`config.mk`:
```
export PLATFORM = sky130hd
export DESIGN_NAME = load_store_unit_flat
export DESIGN_NICKNAME = d
export VERILOG_FILES = /design/src/rtl/load_store_unit_if.sv /design/src/rtl/load_store_unit.sv /design/src/flat_wrapper.sv
export SDC_FILE = /design/constraint.sdc
export NUM_CORES = 1
export LEC_CHECK = 0
export CORE_MARGIN = 2
export CORE_UTILIZATION = 42
export DETAILED_ROUTE_END_ITERATION = 7
export PLACE_DENSITY = 0.8
export SLEW_MARGIN = 30
export SYNTH_ARGS = -nofsm -noshare
export SYNTH_HDL_FRONTEND = slang
export SYNTH_SLANG_ARGS = --single-unit
```
`constraint.sdc`:
```
create_clock -name clk -period 1.7 [get_ports clk]
set_input_delay 0.34 -clock clk [delete_from_list [all_inputs] [get_ports clk]]
set_output_delay 0.34 -clock clk [all_outputs]
set_load 0.02 [all_outputs]
```
`src/rtl/load_store_unit_if.sv`:
```
// Core-request, response and native memory-bus signals of the load/store unit.
// The slave modport is the unit's view; the master modport is the core/memory side.
interface load_store_unit_if;
    logic        req_valid;
    logic        req_ready;
    logic        req_store;
    logic [2:0]  req_funct3;
    logic [31:0] req_addr;
    logic [31:0] req_wdata;
    logic        resp_valid;
    logic [31:0] resp_rdata;
    logic        resp_err;
    logic        mem_valid;
    logic        mem_ready;
    logic [31:0] mem_addr;
    logic [31:0] mem_wdata;
    logic [3:0]  mem_wstrb;
    logic [31:0] mem_rdata;

    modport slave (
        input  req_valid, req_store, req_funct3, req_addr, req_wdata, mem_ready, mem_rdata,
        output req_ready, resp_valid, resp_rdata, resp_err,
        output mem_valid, mem_addr, mem_wdata, mem_wstrb
    );

    modport master (
        output req_valid, req_store, req_funct3, req_addr, req_wdata, mem_ready, mem_rdata,
        input  req_ready, resp_valid, resp_rdata, resp_err,
        input  mem_valid, mem_addr, mem_wdata, mem_wstrb
    );
endinterface

```
`src/rtl/load_store_unit.sv`:
```
// Memory-access stage: aligns store data into byte lanes, runs one native-bus
// transaction at a time, and returns sign/zero-extended load data.
module load_store_unit #(
    parameter int unsigned TIMEOUT_CYCLES = 32'd0
) (
    input logic              clk,
    input logic              resetn,
    load_store_unit_if.slave bus
);
    typedef enum logic [1:0] {
        S_IDLE = 2'd0,
        S_MEM  = 2'd1,
        S_RESP = 2'd2
    } state_e;

    localparam logic [31:0] TO_LAST = TIMEOUT_CYCLES - 32'd1;

    state_e      state_q, state_d;
    logic        ready_q, ready_d;
    logic        store_q, store_d;
    logic [2:0]  f3_q, f3_d;
    logic [1:0]  off_q, off_d;
    logic [31:0] cnt_q, cnt_d;
    logic        mem_valid_q, mem_valid_d;
    logic [31:0] mem_addr_q, mem_addr_d;
    logic [31:0] mem_wdata_q, mem_wdata_d;
    logic [3:0]  mem_wstrb_q, mem_wstrb_d;
    logic        resp_valid_q, resp_valid_d;
    logic        resp_err_q, resp_err_d;
    logic [31:0] resp_rdata_q, resp_rdata_d;

    function automatic logic req_err_f(input logic st, input logic [2:0] f3, input logic [1:0] off);
        logic bad;
        case (f3)
            3'b000:  bad = 1'b0;
            3'b001:  bad = off[0];
            3'b010:  bad = (off != 2'b00);
            3'b100:  bad = st;
            3'b101:  bad = st | off[0];
            default: bad = 1'b1;
        endcase
        return bad;
    endfunction

    function automatic logic [31:0] store_data_f(input logic [2:0] f3, input logic [31:0] d);
        logic [31:0] r;
        case (f3[1:0])
            2'b00:   r = {4{d[7:0]}};
            2'b01:   r = {2{d[15:0]}};
            default: r = d;
        endcase
        return r;
    endfunction

    function automatic logic [3:0] store_strb_f(input logic [2:0] f3, input logic [1:0] off);
        logic [3:0] r;
        case (f3[1:0])
            2'b00:   r = 4'b0001 << off;
            2'b01:   r = off[1] ? 4'b1100 : 4'b0011;
            default: r = 4'b1111;
        endcase
        return r;
    endfunction

    function automatic logic [31:0] load_ext_f(input logic [2:0] f3, input logic [1:0] off,
                                               input logic [31:0] rd);
        logic [7:0]  b;
        logic [15:0] h;
        logic [31:0] r;
        b = rd[8*off +: 8];
        h = off[1] ? rd[31:16] : rd[15:0];
        case (f3)
            3'b000:  r = {{24{b[7]}}, b};
            3'b001:  r = {{16{h[15]}}, h};
            3'b010:  r = rd;
            3'b100:  r = {24'd0, b};
            3'b101:  r = {16'd0, h};
            default: r = 32'd0;
        endcase
        return r;
    endfunction

    // State and output registers with synchronous active-low reset
    always_ff @(posedge clk) begin
        if (!resetn) begin
            state_q      <= S_IDLE;
            ready_q      <= 1'b1;
            store_q      <= 1'b0;
            f3_q         <= 3'd0;
            off_q        <= 2'd0;
            cnt_q        <= 32'd0;
            mem_valid_q  <= 1'b0;
            mem_addr_q   <= 32'd0;
            mem_wdata_q  <= 32'd0;
            mem_wstrb_q  <= 4'd0;
            resp_valid_q <= 1'b0;
            resp_err_q   <= 1'b0;
            resp_rdata_q <= 32'd0;
        end else begin
            state_q      <= state_d;
            ready_q      <= ready_d;
            store_q      <= store_d;
            f3_q         <= f3_d;
            off_q        <= off_d;
            cnt_q        <= cnt_d;
            mem_valid_q  <= mem_valid_d;
            mem_addr_q   <= mem_addr_d;
            mem_wdata_q  <= mem_wdata_d;
            mem_wstrb_q  <= mem_wstrb_d;
            resp_valid_q <= resp_valid_d;
            resp_err_q   <= resp_err_d;
            resp_rdata_q <= resp_rdata_d;
        end
    end

    // Next-state and next-output logic; response fields default to a one-cycle pulse
    always_comb begin
        state_d      = state_q;
        store_d      = store_q;
        f3_d         = f3_q;
        off_d        = off_q;
        cnt_d        = cnt_q;
        mem_valid_d  = mem_valid_q;
        mem_addr_d   = mem_addr_q;
        mem_wdata_d  = mem_wdata_q;
        mem_wstrb_d  = mem_wstrb_q;
        resp_valid_d = 1'b0;
        resp_err_d   = 1'b0;
        resp_rdata_d = 32'd0;
        case (state_q)
            S_IDLE: begin
                if (bus.req_valid && ready_q) begin
                    store_d = bus.req_store;
                    f3_d    = bus.req_funct3;
                    off_d   = bus.req_addr[1:0];
                    if (req_err_f(bus.req_store, bus.req_funct3, bus.req_addr[1:0])) begin
                        state_d      = S_RESP;
                        resp_valid_d = 1'b1;
                        resp_err_d   = 1'b1;
                    end else begin
                        state_d     = S_MEM;
                        cnt_d       = 32'd0;
                        mem_valid_d = 1'b1;
                        mem_addr_d  = {bus.req_addr[31:2], 2'b00};
                        mem_wdata_d = bus.req_store ? store_data_f(bus.req_funct3, bus.req_wdata) : 32'd0;
                        mem_wstrb_d = bus.req_store ? store_strb_f(bus.req_funct3, bus.req_addr[1:0]) : 4'd0;
                    end
                end else begin
                    state_d = S_IDLE;
                end
            end
            S_MEM: begin
                // A completing mem_ready takes priority over the timeout limit
                if (bus.mem_ready) begin
                    state_d      = S_RESP;
                    mem_valid_d  = 1'b0;
                    resp_valid_d = 1'b1;
                    resp_rdata_d = store_q ? 32'd0 : load_ext_f(f3_q, off_q, bus.mem_rdata);
                end else if ((TIMEOUT_CYCLES != 32'd0) && (cnt_q == TO_LAST)) begin
                    state_d      = S_RESP;
                    mem_valid_d  = 1'b0;
                    resp_valid_d = 1'b1;
                    resp_err_d   = 1'b1;
                end else begin
                    cnt_d = cnt_q + 32'd1;
                end
            end
            S_RESP: begin
                state_d = S_IDLE;
            end
            default: begin
                state_d     = S_IDLE;
                mem_valid_d = 1'b0;
            end
        endcase
        ready_d = (state_d == S_IDLE);
    end

    assign bus.req_ready  = ready_q;
    assign bus.mem_valid  = mem_valid_q;
    assign bus.mem_addr   = mem_addr_q;
    assign bus.mem_wdata  = mem_wdata_q;
    assign bus.mem_wstrb  = mem_wstrb_q;
    assign bus.resp_valid = resp_valid_q;
    assign bus.resp_err   = resp_err_q;
    assign bus.resp_rdata = resp_rdata_q;
endmodule

```
`src/flat_wrapper.sv`:
```
// flat-port wrapper written by rule: the top's interface ports become plain ports
module load_store_unit_flat 
#(
    parameter int unsigned TIMEOUT_CYCLES = 32'd0
)
  (clk, resetn, bus_req_valid, bus_req_store, bus_req_funct3, bus_req_addr, bus_req_wdata, bus_mem_ready, bus_mem_rdata, bus_req_ready, bus_resp_valid, bus_resp_rdata, bus_resp_err, bus_mem_valid, bus_mem_addr, bus_mem_wdata, bus_mem_wstrb);
  load_store_unit_if bus_i ();
  input logic clk;
  input logic resetn;
  input wire logic [$bits(bus_i.req_valid)-1:0] bus_req_valid;
  input wire logic [$bits(bus_i.req_store)-1:0] bus_req_store;
  input wire logic [$bits(bus_i.req_funct3)-1:0] bus_req_funct3;
  input wire logic [$bits(bus_i.req_addr)-1:0] bus_req_addr;
  input wire logic [$bits(bus_i.req_wdata)-1:0] bus_req_wdata;
  input wire logic [$bits(bus_i.mem_ready)-1:0] bus_mem_ready;
  input wire logic [$bits(bus_i.mem_rdata)-1:0] bus_mem_rdata;
  output wire logic [$bits(bus_i.req_ready)-1:0] bus_req_ready;
  output wire logic [$bits(bus_i.resp_valid)-1:0] bus_resp_valid;
  output wire logic [$bits(bus_i.resp_rdata)-1:0] bus_resp_rdata;
  output wire logic [$bits(bus_i.resp_err)-1:0] bus_resp_err;
  output wire logic [$bits(bus_i.mem_valid)-1:0] bus_mem_valid;
  output wire logic [$bits(bus_i.mem_addr)-1:0] bus_mem_addr;
  output wire logic [$bits(bus_i.mem_wdata)-1:0] bus_mem_wdata;
  output wire logic [$bits(bus_i.mem_wstrb)-1:0] bus_mem_wstrb;
  assign bus_i.req_valid = bus_req_valid;
  assign bus_i.req_store = bus_req_store;
  assign bus_i.req_funct3 = bus_req_funct3;
  assign bus_i.req_addr = bus_req_addr;
  assign bus_i.req_wdata = bus_req_wdata;
  assign bus_i.mem_ready = bus_mem_ready;
  assign bus_i.mem_rdata = bus_mem_rdata;
  assign bus_req_ready = bus_i.req_ready;
  assign bus_resp_valid = bus_i.resp_valid;
  assign bus_resp_rdata = bus_i.resp_rdata;
  assign bus_resp_err = bus_i.resp_err;
  assign bus_mem_valid = bus_i.mem_valid;
  assign bus_mem_addr = bus_i.mem_addr;
  assign bus_mem_wdata = bus_i.mem_wdata;
  assign bus_mem_wstrb = bus_i.mem_wstrb;
  load_store_unit #(.TIMEOUT_CYCLES(TIMEOUT_CYCLES)) u_core (.clk(clk), .resetn(resetn), .bus(bus_i));
endmodule
```
== Word level (Yosys, flattened, before mapping) ==
Cells that the tools add are included.

* Mux-type cells: 22
* Reduce and logical (&&, ||, !) cells: 12
* Shift-type cells: 2
* Equal/unequal tests: 14
* Bitwise operators: 6

{| class="wikitable"
|+ Operators with widths
! kind !! count
|-
| $pmux W32 S5 || 1
|-
| $pmux W32 S2 || 1
|-
| $mux W32 || 1
|-
| $shiftx A32 B6 Y8 || 1
|-
| $mux W16 || 1
|-
| $eq A3 B3 Y1 const B || 4
|-
| $mux W1 || 8
|-
| $mux W4 || 2
|-
| $pmux W4 S2 || 1
|-
| $eq A3 B1 Y1 const B || 2
|-
| $eq A3 B2 Y1 const B || 2
|-
| $logic_not A2 Y1 || 3
|-
| $logic_not A3 Y1 || 2
|-
| $mux W2 || 3
|-
| $not A1 Y1 || 5
|-
| $pmux W1 S5 || 1
|-
| $eq A2 B1 Y1 const B || 2
|-
| $ne A2 B2 Y1 const B || 2
|-
| $pmux W2 S2 || 1
|-
| $reduce_and A2 Y1 || 2
|-
| $reduce_and A4 Y1 || 1
|-
| $reduce_or A4 Y1 || 1
|-
| $shl A1 B2 Y4 const A || 1
|-
| $pmux W1 S3 || 1
|-
| 7 further kinds || 7
|}

* Bits of input ports: 104
* Output and inout bits: 104
* Word-level logic and storage cells: 68
* Bits in registers: 110

== Depth between registers and ports, before layout ==
Gate-level depths: netlist (run 1).

* Word-level depth: 8
* Gate-level depth with buffers: 7
* Gate-level depth less buffers: 4

== Least setup slack after synthesis (run 1) ==
OpenSTA, ideal clock, no wires.

* Path kind: reg2reg
* From: register u_core.off_q[1]
* To: register u_core.resp_rdata_q[25], in the netlist u_core.bus.resp_rdata[25]
* Stages on the path, launching flop included: 6
* Data required time: 1.564 ns
* Library setup time: 0.136 ns
* Path buffers: 2
* Arrival time: 1.344 ns
* Period minus slack after synthesis: 1.480 ns
* Setup slack: 0.220 ns
* Cell sequence: dfxtp_1 > buf_6 > mux2_4 > o311ai_4 > buf_6 > a21oi_2

* Cells in the longest elaborated chain, start to end: 2
* Elaborated cells on any way between the ends: 3
* Classes of those cells: 1 x shift; 2 x mux

{| class="wikitable"
|+ Ends and longest elaborated chain
! element !! line !! source
|-
| start, declared || load_store_unit.sv:22 || <nowiki>logic [1:0] off_q, off_d;</nowiki>
|-
| start signal, assigned || load_store_unit.sv:90 || <nowiki>off_q <= 2'd0;</nowiki>
|-
| start signal, assigned || load_store_unit.sv:104 || <nowiki>off_q <= off_d;</nowiki>
|-
| $shiftx A32 B6 Y8 / $mux W16 (equally long branches) || load_store_unit.sv:70, load_store_unit.sv:71 ||
|-
| $pmux W32 S5 (*) || load_store_unit.sv:72 || <nowiki>case (f3)</nowiki>
|-
| end signal, assigned || load_store_unit.sv:112 || <nowiki>resp_rdata_q <= resp_rdata_d;</nowiki>
|-
| end, declared || load_store_unit.sv:30 || <nowiki>logic [31:0] resp_rdata_q, resp_rdata_d;</nowiki>
|}

Mark *: on every way between the ends. The rest lies on a longest branch, timed or not.
A chain may end at the register's enable or synchronous reset.

== Final worst setup path (run 1) ==
* From: register u_core.mem_wdata_q[6], in the netlist u_core.bus.mem_wdata[6]
* To: output bus_mem_wdata[6]

{| class="wikitable"
|+ RTL lines
! element !! line !! source
|-
| start, declared || load_store_unit.sv:26 || <nowiki>logic [31:0] mem_wdata_q, mem_wdata_d;</nowiki>
|-
| start signal, assigned || load_store_unit.sv:108 || <nowiki>mem_wdata_q <= mem_wdata_d;</nowiki>
|-
| end, declared || flat_wrapper.sv:23 || <nowiki>output wire logic [$bits(bus_i.mem_wdata)-1:0] bus_mem_wdata;</nowiki>
|}

No word-level cell between the ends.

==> results of run 1 <==
sequential cells by signal, indices dropped and copies added (netlist names):
register / count
u_core.bus.mem_wdata: 32
u_core.bus.resp_rdata: 32
u_core.bus.mem_addr: 30
u_core.bus.mem_wstrb: 4
u_core.f3_q: 3
u_core.off_q: 2
u_core.state_q: 2
u_core.bus.mem_valid: 1
u_core.bus.req_ready: 1
u_core.bus.resp_err: 1
u_core.bus.resp_valid: 1
u_core.store_q: 1
power by group:
group / switching [mW] / internal, mW / leakage [nW]
clock: 0.873 / 0.828 / 0.106
combinational: 0.583 / 0.580 / 2.32
sequential: 0.0547 / 2.66 / 0.891
total: 1.51 / 4.07 / 3.32
final timing paths:
kind,start,end,slack [ps],depth (start not counted)
hold / removal,resetn,u_core.state_q[0]$_SDFF_PN0_,290,3
setup / recovery,u_core.bus.mem_wdata[6]$_SDFFE_PN0P_,bus_mem_wdata[6],20,1
setup reg to reg,u_core.off_q[0]$_SDFFE_PN0P_,u_core.bus.resp_rdata[3]$_SDFF_PP0_,140,4
hold reg to reg,u_core.bus.mem_valid$_SDFFE_PN0P_,u_core.bus.mem_valid$_SDFFE_PN0P_,450,2
cell families (layout without fill, tap and decap cells):
family / after synthesis / after routing
AO/OA/AOI/OAI: 136 / 136
AND/OR/NAND/NOR: 174 / 174
buffers and inverters: 52 / 262
multiplexers: 45 / 45
other: 1 / 2
flip-flops: 110 / 110
layout make-up:
type                    instances  area [µm²]  area share [%]
flip-flops and latches        110        2203           30.30
well taps                     140       175.2           2.409
inverters                       3       11.26          0.1549
repair buffers                243        2446           33.64
clock buffers                  10       127.6           1.755
clock inverters                 6       86.33           1.187
multi-input cells             357        2221           30.55
per-layer routing:
metal | global-route usage [%] | wire, µm | vias to the layer above
li1 | - | - | 2245
met1 | 26.98 | 5600 | 2087
met2 | 40.52 | 6940 | 189
met3 | 7.350 | 1344 | 30
met4 | 11.12 | 417 | 0
met5 | 0 | 0 | -
through the flow:
step / hold WS [ps] / setup slack (ps) / cell area [µm²] / total power [mW] / setup TNS, ps
finish: 294.9 / 18.90 / 7271 / 5.576 / 0
global route: 307.9 / -3.756 / 7271 / 5.807 / -6.110
CTS: 283.5 / 0.7663 / 7182 / 5.609 / 0
detailed placement: 441.5 / -287.6 / 7002 / 3.950 / -17600
global placement: 432.6 / -213.7 / 7002 / 3.923 / -13560
floorplan: 472.6 / 220.0 / 4693 / 3.366 / 0
Yosys cell counts:
| cell | count |
|---|---|
| a211o_1 | 1 |
| a21boi_1 | 1 |
| a21oi_1 | 35 |
| a21oi_2 | 10 |
| a221oi_4 | 1 |
| a222oi_1 | 1 |
| a22oi_1 | 7 |
| and3_1 | 1 |
| and4bb_1 | 1 |
| buf_1 | 4 |
| buf_2 | 16 |
| buf_4 | 10 |
| buf_6 | 3 |
| clkbuf_1 | 16 |
| conb_1 | 1 |
| dfxtp_1 | 110 |
| inv_1 | 3 |
| mux2_4 | 1 |
| mux2i_1 | 43 |
| mux4_2 | 1 |
| nand2_1 | 58 |
| nand2b_1 | 5 |
| nand3_1 | 74 |
| nor2_1 | 19 |
| nor2_2 | 1 |
| nor2b_1 | 9 |
| nor3_1 | 2 |
| nor3b_2 | 1 |
| nor4_4 | 1 |
| o211ai_2 | 1 |
| o21ai_0 | 3 |
| o21ai_1 | 38 |
| o21ai_4 | 1 |
| o21ba_2 | 1 |
| o21bai_2 | 1 |
| o22a_1 | 6 |
| o311ai_4 | 1 |
| o31ai_1 | 28 |
| or2_1 | 1 |
| or2_2 | 1 |
what timing repair did:
item                       CTS  global route
setup endpoints to repair   27            34
gates cloned                 0             0
resized for setup           27            35
pin swaps                    0             2
==> results.toml, run 1 <==
[placement]
place.gp.congestion = 0.9096
dp_cells = 853
dp_hpwl_mm = 10.81
port_buffers = 205

[critical_path]
worstPathMaxFanout = 2
worst_path_dominant_cell_family = "buffers and inverters"
path_class = "flop to output pin"
cp-start-kind = "flop"
slowest_stage = "clkdlybuf4s50_1"
slowest_delay_ps = 610
worstPathRequired_ps = 1360
arrival_ps = 1340
cp_num_buf_inv = 1
worstSetupEndpointType = "output pin"
cp_cell_sequence = "clkdlybuf4s50_1"

[final_layout]
antenna_cells = 0
num-fill-cells = 871
final_util_pct = 66.78
areaGrowthSynthToFinish_pct = 55.04
drive_gt1_share_pct = 10.70
final_cell_mix = "clkdlybuf4s50_1, dfxtp_1, nand3_1"
final_common_cell = "clkdlybuf4s50_1"
finish.net_count = 828
final-instance-count-excl-fill = 869

[sta]
relSlewSlack_pct = 59.17
worst_slew_pin_slew_ps = 612.4
timing_hold_violations_final = 0
fmax_mhz = 594.8
slew_viol_final = 0
setup_violations = 0
period_share_pct = 98.89
min_period_ps = 1681
skew_ps = 10.64

[route]
first_pass_iters = 4
ant_nets = 0
wl_per_cell_um = 16.46
routed_wl_mm = 14.30
drt_iter0_markers = 202
drc_errors = 0
viasPerCell = 5.237
vias = 4551

[flow_run]
drv_cap = 0

[floorplanning]
initial_core_util_pct = 43.07
die_area_um2 = 12030
die_y_um = 109.7
ios = 208
core_area_um2 = 10890
die_w_um = 109.7
num_rows = 38

[clocking]
clk_pin_slew_ps = 100
clockBufferDepth = 2
hold_buffers = 0
cts_root_buffer = "clkbuf_8"
htree_num_levels = 3
tritoncts = "done"
cts_setup_buffers = 0
clock_latency_ps = 380
cts_buffers = 9
cts_sinks = 110

[synthesis]
syn-instance-count = 518
yosys.area_share.simple_pct = 17.66
yosysSeqAreaShare_pct = 46.96
synthMuxAreaShare_pct = 9.979
synth_xor_xnor_area_share_pct = 0
synth.area.top_cells = "dfxtp_1, mux2i_1, nand3_1"
synth_top_family_by_area = "compound AO/OA/AOI/OAI gates"
synth_top_area_share_pct = 46.96
synth_compound_area_share_pct = 19.45
yosys_warnings = 0
synth_cell_types = 40
ys_seq_elements = 110
yosys.area.top_type = "dfxtp_1"
synthAdderAreaFrac_pct = 0
avgSynthCellArea_um2 = 9.053
netlist_area_um2 = 4689

[power_and_ir_drop]
vdd_drop_max_uv = 471.6
p_leak_nw = 3.319
powerDensity_nw_per_um2 = 766.8

[global_routing]
grt_pass1_wl_mm = 21.91
grt_pass1_vias = 4396
track_usage_pct = 23.73
grt_max_degree = 71
antenna_found_initial = 0
grt_overflow = 0

[outcome]
status = "finished clean"

[worst_hold_path]
hold_class = "input pin to flop"
Power figures use the tool's default switching activity.
==> run 2: changes to the inputs <==
Settings changed: RECOVER_POWER set to 25.
==> results.toml, run 2 (synthesized netlist as in run 1, its figures left out) <==
[outcome]
status = "finished clean"

[placement]
place.gp.congestion = 0.9096
dp_hpwl_mm = 10.81
dp_cells = 853
port_buffers = 205
dpl_worst_slack_ps = -287.6

[critical_path]
crit_start = "u_core.bus.mem_wdata[6]$_SDFFE_PN0P_"
crit_cells = 1
cp_num_buf_inv = 1
path_class = "flop to output pin"
ff2ff_setup_slack_ps = 150
r2r-start = "u_core.off_q[0]$_SDFFE_PN0P_"
cp-start-kind = "flop"
arrival_ps = 1350
slowest_delay_ps = 610
worstReg2RegEnd = "u_core.bus.resp_rdata[3]$_SDFF_PP0_"
worstSetupEndpointType = "output pin"
ff2ff_path_depth = 4
slowest_stage = "clkdlybuf4s50_1"
cp_cell_sequence = "clkdlybuf4s50_1"
worstPathMaxFanout = 2
worstPathRequired_ps = 1360
worst_path_dominant_cell_family = "buffers and inverters"
crit_path_end = "bus_mem_wdata[6]"

[worst_hold_path]
hp-start = "resetn"
hold_class = "input pin to flop"
hold_depth = 3

[sta]
skew_ps = 9.009
worst_slew_pin_slew_ps = 606.3
fmax_mhz = 593.0
period_share_pct = 99.19
layout_setup_ws_ps = 13.80
setup_violations = 0
min_period_ps = 1686
timing_hold_violations_final = 0
holdWs_ps = 296.0
relSlewSlack_pct = 59.58
slew_viol_final = 0

[final_layout]
antenna_cells = 0
drive_gt1_share_pct = 10.70
areaGrowthSynthToFinish_pct = 49.01
finish.net_count = 828
final_cell_mix = "clkdlybuf4s50_1, dfxtp_1, nand3_1"
final-instance-count-excl-fill = 869
num-fill-cells = 920
final_common_cell = "clkdlybuf4s50_1"

[route]
wl_met3_mm = 1.321
routed.top_layer = "met4"
wl_per_cell_um = 16.36
vias = 4557
ant_nets = 0
drt_iter0_markers = 246
routed_wl_mm = 14.22
dr_wl_met2_mm = 6.890
viasPerCell = 5.244
wl_met1_mm = 5.590
drc_errors = 0
first_pass_iters = 5

[clocking]
clk_pin_slew_ps = 100
cts_setup_buffers = 0
cts_buffers = 9
clock_latency_ps = 380
cts_sinks = 110
clockBufferDepth = 2
hold_buffers = 0
tritoncts = "done"
cts_root_buffer = "clkbuf_8"
htree_num_levels = 3

[power_and_ir_drop]
p_leak_nw = 2.670
design_power_total_mw = 5.544
power_frac_clock_pct = 30.7
p_int_mw = 4.035
powerDensity_nw_per_um2 = 793.4
p_sw_mw = 1.509
seqPwrFrac_pct = 48.9
power_frac_comb_pct = 20.4
sw_frac_of_total_pct = 27.21
vdd_drop_max_uv = 458.2

[global_routing]
track_usage_pct = 23.73
antenna_found_initial = 0
grt_pass1_vias = 4396
grt_pass1_wl_mm = 21.91
grt_max_degree = 71
grt_overflow = 0

[floorplanning]
die_w_um = 109.7
initial_core_util_pct = 43.07
core_area_um2 = 10890
die_y_um = 109.7
ios = 208
num_rows = 38
die_area_um2 = 12030

[flow_run]
drv_cap = 0
## run 2: power by group through the flow
stage | Clock [mW] | Combinational (mW) | Sequential (mW)
6_report | 1.70 | 1.13 | 2.71
5_1_grt | 1.84 | 1.22 | 2.72
4_1_cts | 1.73 | 1.17 | 2.71
3_5_place_dp | 0 | 1.18 | 2.77
3_3_place_gp | 0 | 1.15 | 2.77
2_1_floorplan | 0 | 0.526 | 2.84
## run 2: what timing repair did
| item | in CTS | in global routing |
|---|---|---|
| pin swaps | 0 | 2 |
| resized for setup | 27 | 35 |
| endpoints found under the setup margin | 27 | 34 |
## run 2: per-stage QoR
step	util [%]	area (µm²)	TNS [ps]
global route	64.18	6988	-6.110
detailed placement	64.31	7002	-17600
floorplan	-	4693	0
CTS	65.96	7182	0
global placement	64.31	7002	-13560
finish	64.18	6988	0
## run 2: how the worst min path moves through the flow
stage,end
after global placement,u_core.bus.mem_valid$_SDFFE_PN0P_
after CTS,u_core.state_q[0]$_SDFF_PN0_
after detailed placement,u_core.bus.mem_valid$_SDFFE_PN0P_
after floorplan,u_core.bus.mem_addr[10]$_SDFFE_PN0P_
after global routing,u_core.state_q[0]$_SDFF_PN0_
final,u_core.state_q[0]$_SDFF_PN0_
## run 2: area by class of cell
type / instances / area, µm² / area share, %
clock inverter: 6 / 86.33 / 1.235
timing repair buffer: 243 / 2163 / 30.96
clock buffer: 10 / 127.6 / 1.826
multi-input combinational: 357 / 2221 / 31.78
sequential: 110 / 2203 / 31.53
inverter: 3 / 11.26 / 0.1611
tap: 140 / 175.2 / 2.507
## run 2: routing by layer
layer,global-route usage (%),vias up
li1,-,2248
met2,40.52,192
met5,0,-
met1,26.98,2087
met3,7.350,30
met4,11.12,0
